File: config.mk
export PLATFORM = sky130hd
export DESIGN_NAME = fp_arith_pipe
export DESIGN_NICKNAME = d
export VERILOG_FILES = /design/src/rtl/fp_arith_pipe.sv
export SDC_FILE = /design/constraint.sdc
export NUM_CORES = 2
export LEC_CHECK = 0
export CAP_MARGIN = 10
export CORE_MARGIN = 5
export CORE_UTILIZATION = 55
export DETAILED_ROUTE_END_ITERATION = 6
export PLACE_DENSITY_LB_ADDON = 0.1
export SLEW_MARGIN = 15
export SYNTH_ARGS = -nofsm -noshare
export SYNTH_HDL_FRONTEND = slang
export SYNTH_SLANG_ARGS = --single-unit
File: constraint.sdc
create_clock -name clk -period 10.4 [get_ports clk]
set_input_delay 1.56 -clock clk [delete_from_list [all_inputs] [get_ports clk]]
set_output_delay 1.56 -clock clk [all_outputs]
set_load 0.01 [all_outputs]
File: src/rtl/fp_arith_pipe.sv
// fp_arith_pipe
//   Four-stage valid/ready pipeline: signed int pair -> float convert ->
//   float multiply and add -> normalise (round toward zero) -> saturating
//   float-to-int. Float format is {sign, exp[EXP-1:0], man[MAN-1:0]} with a
//   hidden leading one; zero is all-zeros.
//   Optional feature macro: FP_PIPE_FLAGS_EN (adds the ovf_m output).
// Ports:
//   clk, rst         clock, synchronous active-high reset
//   in1, in2         MAN-bit signed operands
//   in_valid/ready   input handshake (in_ready = global pipeline enable)
//   out_m, out_s     saturated product, exact sum (MAN+EXP+1 bits, signed)
//   out_valid/ready  output handshake
//   ovf_m            product saturated (FP_PIPE_FLAGS_EN only)
module fp_arith_pipe #(
  parameter int MAN = 23,
  parameter int EXP = 8
) (
  input  logic             clk,
  input  logic             rst,
  input  logic [MAN-1:0]   in1,
  input  logic [MAN-1:0]   in2,
  input  logic             in_valid,
  output logic             in_ready,
  output logic [MAN+EXP:0] out_m,
  output logic [MAN+EXP:0] out_s,
  output logic             out_valid,
`ifdef FP_PIPE_FLAGS_EN
  output logic             ovf_m,
`endif
  input  logic             out_ready
);

  localparam int FW   = 1 + EXP + MAN;
  localparam int OW   = MAN + EXP + 1;
  localparam int PW   = 2 * (MAN + 1);
  localparam int SW   = 2 * MAN + 2;
  localparam int BIAS = 2 ** (EXP - 1) - 1;
  localparam logic [OW-1:0] MINMAG = {1'b1, {(OW-1){1'b0}}};

  // Exact integer -> float; -2^(MAN-1) negates to 2^(MAN-1), which still fits unsigned.
  function automatic logic [FW-1:0] int2fp(input logic [MAN-1:0] x);
    logic [MAN-1:0] mag;
    int unsigned    p;
    mag = x[MAN-1] ? (~x + 1'b1) : x;
    p = 0;
    for (int unsigned i = 0; i < MAN; i++)
      if (mag[i]) p = i;
    if (mag == '0) return '0;
    return {x[MAN-1], EXP'(BIAS + int'(p)), MAN'(mag << (MAN - p))};
  endfunction

  function automatic int unsigned msb_pos(input logic [SW-1:0] v);
    int unsigned p;
    p = 0;
    for (int unsigned i = 0; i < SW; i++)
      if (v[i]) p = i;
    return p;
  endfunction

  // {too_big, truncated magnitude}; too_big means |f| >= 2^OW.
  function automatic logic [OW:0] fp_mag(input logic [FW-1:0] f);
    int                 e;
    logic [MAN+OW-1:0]  wide;
    e    = int'(f[FW-2:MAN]) - BIAS;
    wide = '0;
    if (f[FW-2:MAN] != '0 && e >= 0 && e < OW)
      wide = (MAN+OW)'({1'b1, f[MAN-1:0]}) << e;
    return {(f[FW-2:MAN] != '0) && (e >= OW), OW'(wide >> MAN)};
  endfunction

  // -2^(OW-1) is representable, so a negative magnitude of exactly MINMAG is not an overflow.
  function automatic logic fp_ovf(input logic [FW-1:0] f);
    logic [OW:0] m;
    m = fp_mag(f);
    return m[OW] | (f[FW-1] ? (m[OW-1:0] > MINMAG) : m[OW-1]);
  endfunction

  function automatic logic [OW-1:0] fp2int(input logic [FW-1:0] f);
    logic [OW:0] m;
    m = fp_mag(f);
    if (fp_ovf(f)) return f[FW-1] ? MINMAG : ~MINMAG;
    return f[FW-1] ? -m[OW-1:0] : m[OW-1:0];
  endfunction

  logic w_en;
  assign w_en     = out_ready | ~out_valid;
  assign in_ready = w_en;

  // Stage 1 registers: converted operands
  logic            r_v1;
  logic [FW-1:0]   r_a, r_b;
  // Stage 2 registers: raw product and aligned sum
  logic            r_v2, r_p_zero, r_p_sign;
  logic [EXP-1:0]  r_p_exp, r_s_emin;
  logic [MAN+1:0]  r_p_hi;
  logic [SW-1:0]   r_s_sum;
  // Stage 3 registers: normalised float results
  logic            r_v3;
  logic [FW-1:0]   r_fm, r_fs;

  // Stage 2 combinational arithmetic
  logic            w_a_zero, w_b_zero;
  logic [EXP-1:0]  w_ea, w_eb, w_emin, w_p_exp;
  logic [PW-1:0]   w_p_prod;
  logic [SW-1:0]   w_a_al, w_b_al, w_sum;

  always_comb begin
    w_ea     = r_a[FW-2:MAN];
    w_eb     = r_b[FW-2:MAN];
    w_a_zero = (w_ea == '0);
    w_b_zero = (w_eb == '0);
    w_p_prod = PW'({1'b1, r_a[MAN-1:0]}) * PW'({1'b1, r_b[MAN-1:0]});
    w_p_exp  = EXP'(int'(w_ea) + int'(w_eb) - BIAS);
    // Align to the smaller exponent by shifting the larger operand left: no bits lost.
    if (w_a_zero)      w_emin = w_eb;
    else if (w_b_zero) w_emin = w_ea;
    else               w_emin = (w_ea < w_eb) ? w_ea : w_eb;
    w_a_al = w_a_zero ? '0 : SW'({1'b1, r_a[MAN-1:0]}) << (w_ea - w_emin);
    w_b_al = w_b_zero ? '0 : SW'({1'b1, r_b[MAN-1:0]}) << (w_eb - w_emin);
    w_sum  = (r_a[FW-1] ? -w_a_al : w_a_al) + (r_b[FW-1] ? -w_b_al : w_b_al);
  end

  // Stage 3 combinational normalisation
  logic            w_s_neg;
  logic [SW-1:0]   w_s_mag;
  int unsigned     w_s_q;
  logic [FW-1:0]   w_fm, w_fs;

  always_comb begin
    if (r_p_zero)
      w_fm = '0;
    else if (r_p_hi[MAN+1])
      w_fm = {r_p_sign, r_p_exp + EXP'(1), r_p_hi[MAN:1]};
    else
      w_fm = {r_p_sign, r_p_exp, r_p_hi[MAN-1:0]};
    w_s_neg = r_s_sum[SW-1];
    w_s_mag = w_s_neg ? -r_s_sum : r_s_sum;
    w_s_q   = msb_pos(w_s_mag);
    if (r_s_sum == '0)
      w_fs = '0;
    else
      w_fs = {w_s_neg, EXP'(int'(r_s_emin) + int'(w_s_q) - MAN),
              MAN'((w_s_mag << (SW - 1 - w_s_q)) >> (SW - 1 - MAN))};
  end

  always_ff @(posedge clk) begin
    if (rst) begin
      r_v1      <= 1'b0;
      r_a       <= '0;
      r_b       <= '0;
      r_v2      <= 1'b0;
      r_p_zero  <= 1'b1;
      r_p_sign  <= 1'b0;
      r_p_exp   <= '0;
      r_p_hi    <= '0;
      r_s_emin  <= '0;
      r_s_sum   <= '0;
      r_v3      <= 1'b0;
      r_fm      <= '0;
      r_fs      <= '0;
      out_valid <= 1'b0;
      out_m     <= '0;
      out_s     <= '0;
`ifdef FP_PIPE_FLAGS_EN
      ovf_m     <= 1'b0;
`endif
    end else if (w_en) begin
      r_v1      <= in_valid;
      r_a       <= int2fp(in1);
      r_b       <= int2fp(in2);
      r_v2      <= r_v1;
      r_p_zero  <= w_a_zero | w_b_zero;
      r_p_sign  <= r_a[FW-1] ^ r_b[FW-1];
      r_p_exp   <= w_p_exp;
      r_p_hi    <= (MAN+2)'(w_p_prod >> MAN);
      r_s_emin  <= w_emin;
      r_s_sum   <= w_sum;
      r_v3      <= r_v2;
      r_fm      <= w_fm;
      r_fs      <= w_fs;
      out_valid <= r_v3;
      out_m     <= fp2int(r_fm);
      out_s     <= fp2int(r_fs);
`ifdef FP_PIPE_FLAGS_EN
      ovf_m     <= fp_ovf(r_fm);
`endif
    end
  end

endmodule
==> flow_summary.toml <==
[timing]
slew_headroom_pct = 17.01
fin_crit_sh_pct = 91.93
worst_slew_pin_slew_ns = 1.243
tns_ns = 0
rsz0062_at_grt = "false"
setup_viol = 0
slew_viol_final = 0
max_freq_ghz = 0.1046
finClkSkew_ns = 0.03665
hold_viol_final = 0
finalCriticalPeriod_ns = 9.561

[worst_setup_path]
worst_path_max_delay_cell = "dfxtp_1"
worstPathArrival_ns = 10.00
reg2reg_depth = 30
worstPathRequired_ns = 10.84
cp-start-kind = "register"
max_stage_delay_ns = 1.14
cp_common_cell = "fa_1"
worstSetupPathType = "register to register"
crit_fanout = 19
endpoint_kind = "register"

[global_route]
grt_pass1_wl_microns = 278800
grt_util_met1_pct = 45.81
antenna_found_initial = 2
grt_usage_pct = 33.66
groute.layer.met3.usage_pct = 4.375
met2_usage_pct = 54.51
grt_pass1_vias = 48810
grt_max_degree = 123
busiest_layer = "met2"
grt-ovfl-total = 0

[clock_network]
h-tree-depth = 2
cts.sinks = 287
post_cts_buffers = 0
clkTransAtPathRegs_ns = 0.07
cts_tree = "yes"
cts_root_buf = "clkbuf_16"
clk_latency_ns = 0.59
cts_buffers = 35
cts-hold-fix-buffers = 0
post_cts_resize_count = 0
clockBufferDepth = 3

[synthesis]
synthFlopType = "dfxtp_1"
yosys.area.top_type = "fa_1"
synthMuxAreaShare_pct = 7.370
yosysTopAreaCellShare_pct = 18.67
synthAdderAreaFrac_pct = 25.49
yosysWarningCount = 0
synth_edf_count = 0
synth_most_common_cell = "nand2_1"
syn_inst = 6890
async_flop_share_pct = 0
syn_nets = 7710
synth_xor_area_share_pct = 5.202
ys_seq_area_share_pct = 11.02
yosys-top-cells-count = "nand2_1, inv_1, nor2_1"
avgSynthCellArea_sq_um = 7.564
synth_top_cells_by_area = "fa_1, dfxtp_1, ha_1"
syn_area_sq_um = 52120
synth_compound_area_share_pct = 21.22
synth-simple-area-share_pct = 21.61
synth_top_family_by_area = "adder cells"
synth_cell_types = 95
yosys_register_bits = 287

[placement]
gp_routability_congestion = 0.9947
dp_hpwl_microns = 136700
io_buffers = 115
numPlacedInstances = 7949

[outcome]
status = "complete, but fails checks"
violations = "DRC"

[die]
die_h_microns = 317.8
core-area_sq_um = 94590
fp.dieW_microns = 317.8
ios = 116
dieArea_sq_um = 101000
start_util_pct = 55.10
num_rows = 113

[hold_path]
whs_path_depth = 2
min-delay-path-class = "register to register"

[drt]
drc = 8
drtIter0Drc = 5521
routed-via-count = 51040
first_pass_iters = 7
wl_per_cell_microns = 22.12
drt.antenna.violating_nets = 0
drt_wl_total_microns = 177300
avgViaCountPerCell = 6.369

[job]
maxCapViolCount = 0

[final_layout]
instances_no_fill = 8013
nNetsFinal = 7542
drive_gt1_share_pct = 6.536
area_growth_pct = 6.705

[power]
cellLeakagePower_nw = 23.83
total_power_mw = 18.32
ir_drop_mv = 0.4024
power.density_nw_per_um2 = 329.5
[sequential cells by signal (all words and copies together), names as in the netlist, 8 cells and up]
register / flops
out_s: 32
r_p_hi: 25
r_s_sum: 48
r_a: 32
r_p_exp: 8
out_m: 32
r_s_emin: 8
r_b: 32
r_fs: 32
r_fm: 32
[report_power, final]
part	total (mW)	internal, mW	switching (mW)
logic	15.3	5.64	9.66
registers	1.72	1.35	0.367
clock network	1.32	0.758	0.558
[kinds of logic after synthesis]
family,count (synthesis)
flops,287
buf+inv,1110
fa+ha+maj,770
mux,335
compound gates,1664
simple gates,2416
xor+xnor,308
[layout make-up]
| cell class | count | area, sq um |
|---|---|---|
| clock inverter | 20 | 254.0 |
| clock buffer | 42 | 942.2 |
| fill | 8961 | 38970 |
| inverter | 628 | 2360 |
| timing repair buffer | 276 | 2374 |
| multi-input combinational | 5494 | 42350 |
| antenna | 1 | 2.502 |
| tap | 1265 | 1583 |
| sequential | 287 | 5748 |
[layer usage]
layer  routed length (microns)  up-vias
met1                     74370    24540
met5                        13        -
li1                          -    23580
met2                     80520     2452
met3                     13890      470
met4                      8463        2
[placed cells by master, fill, tap and decap left out, types with 30 or more instances in the layout]
cell             Yosys  layout
a211oi_1            78      77
a21o_1              56      56
a21oi_1            389     387
a22oi_1            100     100
a31oi_1             75      73
a32oi_1             43      43
and2_1             283     283
buf_4                2     160
clkbuf_16            0      35
clkdlybuf4s50_1      0     114
dfxtp_1            287     285
fa_1               486     485
ha_1               284     284
inv_1              616     615
mux2_2              86      86
mux2i_1            218     218
mux4_2              30      30
nand2_1            927     927
nand2b_1            49      49
nand3_1            132     132
nand4_1             43      43
nor2_1             538     536
nor2b_1             42      41
nor3_1             164     164
nor4_1              42      40
o211ai_1            46      46
o21a_1              34      34
o21ai_0            350     349
o22ai_1             62      62
o31ai_1             63      62
or2_2               35      35
or3_1               41      41
or4_1               34      34
xnor2_1            178     173
xor2_1             129     123
[per-stage QoR]
| step | hold WS (ns) | cell area, sq um | worst slack, ns | util (%) |
|---|---|---|---|---|
| after floorplan | 0.4196 | 52120 | 1.555 | - |
| after global placement | 0.4309 | 54380 | 0.8440 | 57.49 |
| after detailed placement | 0.4327 | 54380 | 0.8244 | 57.50 |
| after CTS | 0.4429 | 55580 | 0.7748 | 58.76 |
| after global routing | 0.4701 | 55610 | 0.1144 | 58.79 |
| final | 0.4415 | 55610 | 0.8389 | 58.80 |
[worst max-delay path, delay by kind of cell, from the launching register on]
family	cells	cell delay, ns
simple gates	6	0.91
buf+inv	6	0.61
xor+xnor	1	0.13
compound gates	9	2.70
fa+ha+maj	8	3.87
flops	1	1.14
[path summary, 6_finish.rpt]
path,startpoint,to,slack (ns)
setup / recovery,r_a[10]$_SDFFE_PP0P_,r_p_hi[24]$_SDFFE_PP0P_,0.84
hold / removal,out_m[4]$_SDFFE_PP0P_,out_m[4]$_SDFFE_PP0P_,0.44
setup reg to reg,r_a[10]$_SDFFE_PP0P_,r_p_hi[24]$_SDFFE_PP0P_,0.84
hold reg to reg,out_m[4]$_SDFFE_PP0P_,out_m[4]$_SDFFE_PP0P_,0.44
No activity file was read; power rests on OpenSTA's default activity.
